## config.mk

```make
export PLATFORM = sky130hd
export DESIGN_NAME = lc3b_evict_buffer_flat
export DESIGN_NICKNAME = d
export VERILOG_FILES = /design/src/rtl/lc3b_evict_buffer_pkg.sv /design/src/rtl/lc3b_evict_buffer_if.sv /design/src/rtl/lc3b_evict_buffer_match.sv /design/src/rtl/lc3b_evict_buffer.sv /design/src/flat_wrapper.sv
export SDC_FILE = /design/constraint.sdc
export NUM_CORES = 1
export LEC_CHECK = 0
export BUFFER_PORTS_ARGS = -buffer_cell sky130_fd_sc_hd__buf_2
export CELL_PAD_IN_SITES_DETAIL_PLACEMENT = 1
export CELL_PAD_IN_SITES_GLOBAL_PLACEMENT = 1
export CORE_ASPECT_RATIO = 2
export CORE_MARGIN = 5
export CORE_UTILIZATION = 43
export DETAILED_ROUTE_END_ITERATION = 12
export PLACE_DENSITY_LB_ADDON = 0.1
export REMOVE_ABC_BUFFERS = 1
export SLEW_MARGIN = 30
export SYNTH_ARGS = -nofsm -noshare
export SYNTH_HDL_FRONTEND = slang
export SYNTH_HIERARCHICAL = 1
export SYNTH_SLANG_ARGS = --single-unit
```

## constraint.sdc

```tcl
create_clock -name clk -period 17.4 [get_ports clk]
set_input_delay 0.87 -clock clk [delete_from_list [all_inputs] [get_ports clk]]
set_output_delay 0.87 -clock clk [all_outputs]
set_load 0.1 [all_outputs]
```

## src/rtl/lc3b_evict_buffer_pkg.sv

```systemverilog
// Shared types and defaults for the LC-3b write-back eviction buffer.
// Optional feature macro: LC3B_EVICT_COALESCE_EN (see lc3b_evict_buffer.sv).
package lc3b_evict_buffer_pkg;

  localparam int LC3B_C_ADDR_W    = 16;
  localparam int LC3B_C_LINE_W    = 128;
  localparam int LC3B_C_EVB_DEPTH = 4;

  typedef enum logic [0:0] {
    evb_idle  = 1'b0,
    evb_write = 1'b1
  } lc3b_evb_state;

  // Byte-offset bits inside a line of line_w bits.
  function automatic int lc3b_line_off_w(input int line_w);
    return $clog2(line_w / 8);
  endfunction

endpackage

```

## src/rtl/lc3b_evict_buffer_if.sv

```systemverilog
// Bus bundle between L1 (push/lookup), the eviction buffer and the lower memory level.
// Handshakes: a push transfers on a clock edge where push_valid && push_ready are both high;
// mem_write is held with stable address/data until the edge where mem_resp is high.
interface lc3b_evict_buffer_if #(
  parameter int ADDR_W = 16,
  parameter int LINE_W = 128
);

  logic              push_valid;
  logic              push_ready;
  logic [ADDR_W-1:0] push_addr;
  logic [LINE_W-1:0] push_data;
  logic [ADDR_W-1:0] lookup_addr;
  logic              lookup_hit;
  logic [LINE_W-1:0] lookup_data;
  logic              mem_write;
  logic [ADDR_W-1:0] mem_address;
  logic [LINE_W-1:0] mem_wdata;
  logic              mem_resp;
  logic              empty;

  modport slave (
    input  push_valid, push_addr, push_data, lookup_addr, mem_resp,
    output push_ready, lookup_hit, lookup_data, mem_write, mem_address, mem_wdata, empty
  );

  modport master (
    output push_valid, push_addr, push_data, lookup_addr, mem_resp,
    input  push_ready, lookup_hit, lookup_data, mem_write, mem_address, mem_wdata, empty
  );

endinterface

```

## src/rtl/lc3b_evict_buffer_match.sv

```systemverilog
// Parallel tag compare over all buffer entries; among several matches the youngest
// (furthest from head in circular order) is reported.
module lc3b_evict_buffer_match
  import lc3b_evict_buffer_pkg::*;
#(
  parameter int DEPTH = LC3B_C_EVB_DEPTH,
  parameter int TAG_W = 12,
  localparam int PTR_W = $clog2(DEPTH)
) (
  input  logic [DEPTH-1:0]            valid,
  input  logic [DEPTH-1:0]            mask,
  input  logic [DEPTH-1:0][TAG_W-1:0] tags,
  input  logic [TAG_W-1:0]            key,
  input  logic [PTR_W-1:0]            head,
  output logic                        hit,
  output logic [PTR_W-1:0]            idx,
  output logic [DEPTH-1:0]            match_vec
);

  logic [PTR_W-1:0] pos;

  always_comb begin
    for (int i = 0; i < DEPTH; i++) begin
      match_vec[i] = valid[i] && !mask[i] && (tags[i] == key);
    end
  end

  // Walk from head towards tail so the last hit seen is the youngest one.
  always_comb begin
    hit = 1'b0;
    idx = '0;
    pos = '0;
    for (int k = 0; k < DEPTH; k++) begin
      pos = head + PTR_W'(k);
      if (match_vec[pos]) begin
        hit = 1'b1;
        idx = pos;
      end
    end
  end

endmodule

```

## src/rtl/lc3b_evict_buffer.sv

```systemverilog
// FIFO write-back eviction buffer: queues dirty L1 lines, drains them with mem_write/mem_resp,
// and forwards buffered lines to L1 misses. Define LC3B_EVICT_COALESCE_EN to merge repeat pushes.
module lc3b_evict_buffer
  import lc3b_evict_buffer_pkg::*;
#(
  parameter int ADDR_W = LC3B_C_ADDR_W,
  parameter int LINE_W = LC3B_C_LINE_W,
  parameter int DEPTH  = LC3B_C_EVB_DEPTH,
  localparam int OFF_W = lc3b_line_off_w(LINE_W),
  localparam int TAG_W = ADDR_W - OFF_W,
  localparam int PTR_W = $clog2(DEPTH),
  localparam int CNT_W = PTR_W + 1
) (
  input  logic                 clk,
  input  logic                 rst,
  lc3b_evict_buffer_if.slave   bus,
  output lc3b_evb_state        dbg_state,
  output logic [CNT_W-1:0]     dbg_count,
  output logic [PTR_W-1:0]     dbg_head,
  output logic [PTR_W-1:0]     dbg_tail,
  output logic [DEPTH-1:0]     dbg_lookup_vec,
  output logic [DEPTH-1:0]     dbg_coalesce_vec
);

  localparam logic [PTR_W-1:0] PTR_ONE = PTR_W'(1);
  localparam logic [CNT_W-1:0] CNT_MAX = CNT_W'(DEPTH);

  lc3b_evb_state state_q, state_d;

  logic [DEPTH-1:0]            valid_q, valid_d;
  logic [DEPTH-1:0][TAG_W-1:0] tag_q, tag_d;
  logic [LINE_W-1:0]           data_q [DEPTH];
  logic [LINE_W-1:0]           data_d [DEPTH];
  logic [PTR_W-1:0]            head_q, head_d;
  logic [PTR_W-1:0]            tail_q, tail_d;
  logic [CNT_W-1:0]            count_q, count_d;

  logic [TAG_W-1:0] push_tag;
  logic [TAG_W-1:0] lookup_tag;
  logic [DEPTH-1:0] inflight_vec;
  logic             lk_hit;
  logic [PTR_W-1:0] lk_idx;
  logic [DEPTH-1:0] lk_vec;
  logic             co_hit;
  logic [PTR_W-1:0] co_idx;
  logic [DEPTH-1:0] co_vec;
  logic             push_fire;
  logic             alloc;
  logic             pop;

  assign push_tag   = bus.push_addr[ADDR_W-1:OFF_W];
  assign lookup_tag = bus.lookup_addr[ADDR_W-1:OFF_W];

  // The head entry is owned by the lower level while a write is outstanding.
  always_comb begin
    for (int i = 0; i < DEPTH; i++) begin
      inflight_vec[i] = (state_q == evb_write) && (head_q == PTR_W'(i));
    end
  end

  lc3b_evict_buffer_match #(
    .DEPTH (DEPTH),
    .TAG_W (TAG_W)
  ) u_lookup_match (
    .valid     (valid_q),
    .mask      ('0),
    .tags      (tag_q),
    .key       (lookup_tag),
    .head      (head_q),
    .hit       (lk_hit),
    .idx       (lk_idx),
    .match_vec (lk_vec)
  );

`ifdef LC3B_EVICT_COALESCE_EN
  lc3b_evict_buffer_match #(
    .DEPTH (DEPTH),
    .TAG_W (TAG_W)
  ) u_coalesce_match (
    .valid     (valid_q),
    .mask      (inflight_vec),
    .tags      (tag_q),
    .key       (push_tag),
    .head      (head_q),
    .hit       (co_hit),
    .idx       (co_idx),
    .match_vec (co_vec)
  );
`else
  assign co_hit = 1'b0;
  assign co_idx = '0;
  assign co_vec = inflight_vec & '0;
`endif

  // Ready depends only on current state: a same-cycle pop never frees a slot for a push.
  assign bus.push_ready = (count_q < CNT_MAX) || co_hit;
  assign push_fire      = bus.push_valid && bus.push_ready;
  assign alloc          = push_fire && !co_hit;
  assign pop            = (state_q == evb_write) && bus.mem_resp;

  // FSM state register
  always_ff @(posedge clk or posedge rst) begin
    if (rst) begin
      state_q <= evb_idle;
    end else begin
      state_q <= state_d;
    end
  end

  // FSM next state
  always_comb begin
    state_d = state_q;
    unique case (state_q)
      evb_idle:  if (count_q != '0) state_d = evb_write;
      evb_write: if (bus.mem_resp)  state_d = evb_idle;
    endcase
  end

  // FSM outputs: address and data are only presented while a write is outstanding.
  always_comb begin
    bus.mem_write   = 1'b0;
    bus.mem_address = '0;
    bus.mem_wdata   = '0;
    if (state_q == evb_write) begin
      bus.mem_write   = 1'b1;
      bus.mem_address = {tag_q[head_q], {OFF_W{1'b0}}};
      bus.mem_wdata   = data_q[head_q];
    end
  end

  always_comb begin
    bus.lookup_hit  = lk_hit;
    bus.lookup_data = lk_hit ? data_q[lk_idx] : '0;
    bus.empty       = (count_q == '0);
  end

  // Entry storage and pointer update
  always_comb begin
    valid_d = valid_q;
    tag_d   = tag_q;
    data_d  = data_q;
    head_d  = head_q;
    tail_d  = tail_q;
    if (pop) begin
      valid_d[head_q] = 1'b0;
      head_d          = head_q + PTR_ONE;
    end
    if (push_fire) begin
      if (co_hit) begin
        data_d[co_idx] = bus.push_data;
      end else begin
        valid_d[tail_q] = 1'b1;
        tag_d[tail_q]   = push_tag;
        data_d[tail_q]  = bus.push_data;
        tail_d          = tail_q + PTR_ONE;
      end
    end
    count_d = count_q + CNT_W'(alloc) - CNT_W'(pop);
  end

  always_ff @(posedge clk or posedge rst) begin
    if (rst) begin
      valid_q <= '0;
      tag_q   <= '0;
      head_q  <= '0;
      tail_q  <= '0;
      count_q <= '0;
      for (int i = 0; i < DEPTH; i++) begin
        data_q[i] <= '0;
      end
    end else begin
      valid_q <= valid_d;
      tag_q   <= tag_d;
      head_q  <= head_d;
      tail_q  <= tail_d;
      count_q <= count_d;
      for (int i = 0; i < DEPTH; i++) begin
        data_q[i] <= data_d[i];
      end
    end
  end

  assign dbg_state        = state_q;
  assign dbg_count        = count_q;
  assign dbg_head         = head_q;
  assign dbg_tail         = tail_q;
  assign dbg_lookup_vec   = lk_vec;
  assign dbg_coalesce_vec = co_vec;

endmodule

```

## src/flat_wrapper.sv

```systemverilog
// flat-port wrapper written by rule: the top's interface ports become plain ports
module lc3b_evict_buffer_flat import lc3b_evict_buffer_pkg::*;
#(
  parameter int ADDR_W = LC3B_C_ADDR_W,
  parameter int LINE_W = LC3B_C_LINE_W,
  parameter int DEPTH  = LC3B_C_EVB_DEPTH,
  localparam int OFF_W = lc3b_line_off_w(LINE_W),
  localparam int TAG_W = ADDR_W - OFF_W,
  localparam int PTR_W = $clog2(DEPTH),
  localparam int CNT_W = PTR_W + 1
)
  (clk, rst, dbg_state, dbg_count, dbg_head, dbg_tail, dbg_lookup_vec, dbg_coalesce_vec, bus_push_valid, bus_push_addr, bus_push_data, bus_lookup_addr, bus_mem_resp, bus_push_ready, bus_lookup_hit, bus_lookup_data, bus_mem_write, bus_mem_address, bus_mem_wdata, bus_empty);
  lc3b_evict_buffer_if #(.ADDR_W(ADDR_W), .LINE_W(LINE_W)) bus_i ();
  input  logic clk;
  input  logic rst;
  output lc3b_evb_state dbg_state;
  output logic [CNT_W-1:0] dbg_count;
  output logic [PTR_W-1:0] dbg_head;
  output logic [PTR_W-1:0] dbg_tail;
  output logic [DEPTH-1:0] dbg_lookup_vec;
  output logic [DEPTH-1:0] dbg_coalesce_vec;
  input wire logic [$bits(bus_i.push_valid)-1:0] bus_push_valid;
  input wire logic [$bits(bus_i.push_addr)-1:0] bus_push_addr;
  input wire logic [$bits(bus_i.push_data)-1:0] bus_push_data;
  input wire logic [$bits(bus_i.lookup_addr)-1:0] bus_lookup_addr;
  input wire logic [$bits(bus_i.mem_resp)-1:0] bus_mem_resp;
  output wire logic [$bits(bus_i.push_ready)-1:0] bus_push_ready;
  output wire logic [$bits(bus_i.lookup_hit)-1:0] bus_lookup_hit;
  output wire logic [$bits(bus_i.lookup_data)-1:0] bus_lookup_data;
  output wire logic [$bits(bus_i.mem_write)-1:0] bus_mem_write;
  output wire logic [$bits(bus_i.mem_address)-1:0] bus_mem_address;
  output wire logic [$bits(bus_i.mem_wdata)-1:0] bus_mem_wdata;
  output wire logic [$bits(bus_i.empty)-1:0] bus_empty;
  assign bus_i.push_valid = bus_push_valid;
  assign bus_i.push_addr = bus_push_addr;
  assign bus_i.push_data = bus_push_data;
  assign bus_i.lookup_addr = bus_lookup_addr;
  assign bus_i.mem_resp = bus_mem_resp;
  assign bus_push_ready = bus_i.push_ready;
  assign bus_lookup_hit = bus_i.lookup_hit;
  assign bus_lookup_data = bus_i.lookup_data;
  assign bus_mem_write = bus_i.mem_write;
  assign bus_mem_address = bus_i.mem_address;
  assign bus_mem_wdata = bus_i.mem_wdata;
  assign bus_empty = bus_i.empty;
  lc3b_evict_buffer #(.ADDR_W(ADDR_W), .LINE_W(LINE_W), .DEPTH(DEPTH)) u_core (.clk(clk), .rst(rst), .bus(bus_i), .dbg_state(dbg_state), .dbg_count(dbg_count), .dbg_head(dbg_head), .dbg_tail(dbg_tail), .dbg_lookup_vec(dbg_lookup_vec), .dbg_coalesce_vec(dbg_coalesce_vec));
endmodule
```

==> flow_summary.yaml, run 1 <==
timing:
  setup_viol: 0
  min_period_over_period_pct: 37.8
  tns_ps: 0
  worst_slew_pin_slew_ps: 997
  fin_crit_ps: 6580
  finClkSkew_ps: 20.9
  rsz0062_at_grt: "false"
  maxSlewHeadroom_pct: 33.6
  timing.hold.ws_ps: 411
  report.final.slew_viol_count: 0
  hold_violations: 0
  fin_ws_ps: 10820
  fmax_mhz: 152
global_route:
  grt_pass1_vias: 23700
  grt_max_degree: 161
  grt_use_met3_pct: 6.91
  grtUsageMet1_pct: 28.2
  grt_pass1_wl_um: 146000
  grt_util_met2_pct: 39.0
  antenna_found_initial: 27
  gr-total-overflow: 0
  grt_util_all_layers_pct: 22.9
  grt_busiest_layer: "met2"
clock_network:
  cts_tree: "done"
  ctsHoldBuffers: 0
  cts_resized: 0
  clk_path_buf_depth: 3
  cts_sinks: 572
  clock-root-buffer: "clkbuf_16"
  clock_latency_ps: 620
  cts_buffers: 56
  post-cts-setup-buffer-count: 0
  clk_pin_slew_worst_paths_ps: 60
  htreeDepth: 2
floorplan:
  die_area_um2: 80500
  io_pins: 456
  start_util_pct: 43.4
  die_w_um: 203
  die_h_um: 396
  row_count: 141
  core_um2: 73900
setup_path:
  path_max_fanout: 52
  cp.required_ps: 16530
  critPathArrivalTime_ps: 5710
  cp_cell_sequence: "buf_4, buf_4, buf_4, buf_4, buf_16, mux2i_1, o22ai_1, buf_2"
  cp-end-kind: "primary output"
  critPathKind: "register to primary output"
  max_stage_delay_ps: 970
  startpoint_type: "register"
  cp_top_family: "buffers and inverters"
  cp_num_buf_inv: 6
  crit_top_cell: "buf_4"
  crit_path_top_delay_cell: "dfrtp_4"
finish:
  num-nets-final: 2783
  utilization_pct: 48.9
  drive_above_1_share_pct: 43.7
  area_delta_synth_final_pct: 12.7
  num-fill-cells: 7558
detailed_routing:
  drt_iter0_markers: 818
  wire_per_inst_um: 26.6
  drt_first_pass_iters: 5
  drcViolationCount: 0
  route.vias.total: 20700
  via_per_inst: 5.75
  ant_nets: 0
  routed_wl_um: 95700
logic_synthesis:
  synth_cells: 2267
  ys.warnings.count: 6
  avgSynthCellArea_um2: 14.2
  post-synth-top-area-cell: "dfrtp_1"
  syn_area_um2: 32100
  ys_types: 36
  seq_area_frac_synth_pct: 44.6
  ys_seq_elements: 572
  synthTopCellsByArea: "dfrtp_1 (45%), mux2_4 (19%), mux2i_1 (17%)"
  synth.top_cell.area_share_pct: 44.6
flow_run:
  maxCapViolCount: 0
run_status:
  status: "finished, final reports clean"
placement:
  place_ws_ps: 11000
  hpwlAfterDp_um: 60200
  port_buffers: 439
  gp_congestion: 0.782
hold_path:
  worst_hold_path_type: "input pin to async pin"
## final cells by class
type                            instances  area (µm²)  share of cell area, %
Multi-Input combinational cell       1493       16000                   44.4
Inverter                                9        41.3                  0.114
Tap cell                              929        1160                   3.21
Sequential cell                       572       14300                   39.6
Antenna cell                           17        42.5                  0.118
Clock inverter                         23         322                  0.889
Clock buffer                           78        1650                   4.55
Timing Repair Buffer                  477        2600                   7.18
## cells in the final DEF, fill, tap and decap left out, types with 9 or more instances in the layout
master and n:
diode_2 17, xnor2_1 47, mux2_4 400, buf_4 23, buf_2 439, nand3_1 10, clkbuf_8 14, ha_1 9
dfrtp_1 571, clkinv_2 13, o22ai_1 268, mux2i_1 537, buf_6 11, conb_1 12, mux2_2 162, clkbuf_16 57
## synthesized netlist by cell type, drive strengths merged
library cell	count
or2	1
inv	9
nor4	4
clkbuf	44
nand3b	9
ha	9
nor2b	1
nand3	10
a31oi	1
xnor2	53
a21boi	1
buf	160
mux2	562
o22ai	268
dfrtp	572
nand2	4
nand4	8
nand2b	2
a22o	4
nor2	3
o2111a	1
nor3	1
conb	1
fa	1
a21o	1
mux2i	537
## cell families after synthesis
group	Yosys count	share of synthesized area, %
AND/OR/NAND/NOR	43	1.11
AO/OA/AOI/OAI	276	5.45
multiplexers	1099	41.1
adder cells (fa/ha/maj)	10	0.413
flip-flops	572	44.6
other	1	0.0117
buffers and inverters	213	5.69
XOR/XNOR	53	1.59
## flip-flops by register name (all words and copies together), names as in the netlist
signal / cells
u_core/dbg_head: 2
u_core/dbg_state: 1
u_core/valid_q: 4
u_core/dbg_count: 3
u_core/data_q: 512
u_core/dbg_tail: 2
u_core/tag_q: 48
## metrics by stage
stage / cell area (µm²) / std cells
6_report: 36200 / 3598
2_1_floorplan: 30300 / 2074
3_3_place_gp: 34000 / 3477
5_1_grt: 36100 / 3586
4_1_cts: 36000 / 3578
3_5_place_dp: 34100 / 3477
## path summary, 6_finish.rpt
check / from / cells past startpoint / to / slack (ps)
worst max register to register: u_core/dbg_tail[0] / 6 / u_core/data_q[235] / 13840
worst min register to register: u_core/valid_q[1] / 1 / u_core/valid_q[1] / 510
max in group asynchronous: rst / 4 / u_core/data_q[442] / 14980
min in group clk: u_core/valid_q[1] / 1 / u_core/valid_q[1] / 510
worst min-delay path: rst / 2 / u_core/data_q[36] / 410
worst max-delay path: u_core/dbg_head[1] / 8 / bus_mem_wdata[74] / 10820
## routing by layer
| layer | routed length (µm) | share of wire [%] |
|---|---|---|
| met5 | 136 | 0.14 |
| met4 | 2330 | 2.4 |
| met3 | 6660 | 7.0 |
| met2 | 46800 | 49 |
| met1 | 39800 | 42 |
Power of run 1 is not shown: default switching activity piles up to over one toggle a cycle in this logic, so the estimate is an artifact.
==> inputs of run 2 (changes only) <==
Settings changed: ABC_AREA set to 1, CORE_UTILIZATION 43 to 38.
Clock period 17.4 ns to 5.3 ns, I/O delays scaled along.
==> flow_summary.yaml, run 2 <==
setup_path:
  crit_start: "u_core/dbg_head[0]"
  cp_top_family: "buffers and inverters"
  max_stage_delay_ps: 870
  cp-end-kind: "primary output"
  critPathKind: "register to primary output"
  startpoint_type: "register"
  critPathArrivalTime_ps: 4450
  cp_cell_sequence: "inv_1, nand3_1, nand2_1, nand2_1, nand2_1, inv_2, nand2_1, nand2_1, nand2_4, buf_12, buf_16, nand2_1, nand3_1, a21oi_1, buf_2"
  path_max_fanout: 113
  crit_top_cell: "nand2_1"
  cp_num_buf_inv: 5
  cp.required_ps: 5040
  crit_path_top_delay_cell: "dfrtp_4"
  timing.rr.start: "u_core/dbg_head[0]"
logic_synthesis:
  synth_top_flop_cell: "dfrtp_1"
  ys_types: 34
  syn_area_um2: 32800
  avgSynthCellArea_um2: 6.84
  synth.top_cell.area_share_pct: 43.7
  ys_seq_elements: 572
  async_flop_share_pct: 100
  synth_edf_count: 0
  synthTopCellsByArea: "dfrtp_1 (44%), nand2_1 (20%), nand3_1 (8.4%)"
  synth.most_common_cell: "nand2_1"
  synth_cells: 4787
  seq_area_frac_synth_pct: 43.7
  yosys-top-cells-count: "nand2_1 (1771), inv_1 (620), dfrtp_1 (572), nand3_1 (551), o21ai_0 (476)"
  ys.warnings.count: 6
  post-synth-top-area-cell: "dfrtp_1"
clock_network:
  cts_sinks: 572
  clk_path_buf_depth: 3
  ctsHoldBuffers: 141
  clock_latency_ps: 640
  post-cts-setup-buffer-count: 0
  htreeDepth: 2
  cts_buffers: 58
  clock-root-buffer: "clkbuf_16"
  cts_tree: "done"
  clk_pin_slew_worst_paths_ps: 60
  cts_resized: 0
power_and_ir_drop:
  powerDensity_nw_per_um2: 720
  pwr-share-clk_pct: 14.7
  switching_share_pct: 56.5
  switchingPower_uw: 16100
  power.leakage_uw: 0.0197
  p_total_uw: 28400
  pwr-share-seq_pct: 25.8
  vdd_ir_drop_max_uv: 540
  pwr-share-comb_pct: 59.5
  internal_power_uw: 12300
timing:
  maxSlewHeadroom_pct: 38.4
  hold_violations: 0
  fin_ws_ps: 589
  finClkSkew_ps: 28.7
  rsz0062_at_grt: "false"
  report.final.slew_viol_count: 0
  tns_ps: 0
  worst_slew_pin_slew_ps: 924
  min_period_over_period_pct: 88.9
  fmax_mhz: 212
  setup_viol: 0
  fin_crit_ps: 4710
floorplan:
  core_um2: 85800
  io_pins: 456
  start_util_pct: 38.2
  die_h_um: 425
  die_area_um2: 92500
  row_count: 152
  die_w_um: 218
global_route:
  grt_pass1_vias: 35100
  grt_util_all_layers_pct: 27.3
  antenna_found_initial: 14
  grt_max_degree: 176
  gr-total-overflow: 0
  grt_pass1_wl_um: 201000
finish:
  area_delta_synth_final_pct: 20.5
  final_cell_mix: "nand2_1 (1770), inv_1 (615), dfrtp_1 (570), nand3_1 (551), o21ai_0 (476)"
  top_regs: "u_core/data_q: 512 flops, u_core/tag_q: 48 flops, u_core/valid_q: 4 flops"
  largest_register_ffs: 512
  final_common_cell: "nand2_1"
  num-nets-final: 5324
  utilization_pct: 46.0
  drive_above_1_share_pct: 12.3
  largest-register: "u_core/data_q"
  final_cell_area_um2: 39500
detailed_routing:
  drt_iter0_markers: 1956
  drcViolationCount: 0
  wire_per_inst_um: 20.2
  route.vias.total: 33300
  via_per_inst: 5.24
  routed_wl_um: 129000
  ant_nets: 0
  drt_first_pass_iters: 5
placement:
  place_ws_ps: 1390
  place_area_um2: 36200
  gp_congestion: 0.852
  hpwlAfterDp_um: 76900
  port_buffers: 439
run_status:
  status: "finished, final reports clean"
flow_run:
  maxCapViolCount: 0
hold_path:
  worst_hold_path_type: "input pin to register"
  min_from: "bus_mem_resp"
-- run 2: cell count changes in the layout (fill, tap and decap cells not counted), moves of 268 or more --
cell and delta:
nand2_1 +1768, inv_1 +607, nand3_1 +541, mux2i_1 -537
o21ai_0 +476, mux2_4 -400, a21oi_1 +271, o22ai_1 -268
-- run 2: worst paths after layout --
check | endpoint | slack [ps] | cells after the start
max | bus_lookup_data[92] | 590 | 15
min | u_core/dbg_head[0] | 40 | 3
max reg2reg | u_core/dbg_head[1] | 2300 | 6
min reg2reg | u_core/valid_q[2] | 500 | 2
max in group asynchronous | u_core/data_q[449] | 3610 | 4
min in group asynchronous | u_core/data_q[292] | 340 | 3
-- run 2: metal layers --
| layer | GRT usage (%) | share of wire, % | vias to the layer above |
|---|---|---|---|
| li1 | - | - | 15600 |
| met1 | 34.4 | 43 | 16700 |
| met2 | 47.6 | 49 | 822 |
| met3 | 5.95 | 6.2 | 168 |
| met4 | 6.75 | 2.2 | 6 |
| met5 | 0 | 0.032 | - |
-- run 2: area by class of cell --
| cell class | count | area (µm²) |
|---|---|---|
| clock buffers | 90 | 1680 |
| well taps | 1155 | 1450 |
| clock inverters | 13 | 144 |
| multi-input cells | 3256 | 14400 |
| fillers | 11100 | 46300 |
| inverters | 633 | 2420 |
| repair buffers | 629 | 5060 |
| diodes | 11 | 27.5 |
| flip-flops and latches | 572 | 14300 |
-- run 2: cell families after synthesis --
family	synth area share (%)
AOI/OAI and AO/OA	13.3
xor gates and xnor gates	0.241
adders and majority gates	0.405
buffers and inverters	12.6
DFF	43.7
other	0.0114
and+or+nand+nor	29.7
-- run 2: power groups by stage --
| stage | logic, µW | clock network [µW] | registers (µW) |
|---|---|---|---|
| after global routing | 18300 | 4470 | 7540 |
| after CTS | 17000 | 4320 | 7350 |
| after floorplan | 12900 | 0 | 7700 |
| final | 16900 | 4180 | 7330 |
| after global placement | 16500 | 0 | 7330 |
| after detailed placement | 16800 | 0 | 7410 |
-- run 2: tightest hold or removal path, cell delays in order --
cell     delay (ps)
buf_2            90
nand2_1         170
xor2_1          110
-- run 2: through the flow --
step	hold WS, ps	std cells
after floorplan	386	4461
after global placement	474	6101
after detailed placement	481	6102
after CTS	3.22	6346
after global routing	43.1	6352
final	42.8	6359
Note: power is estimated with default switching activity, not from simulation.
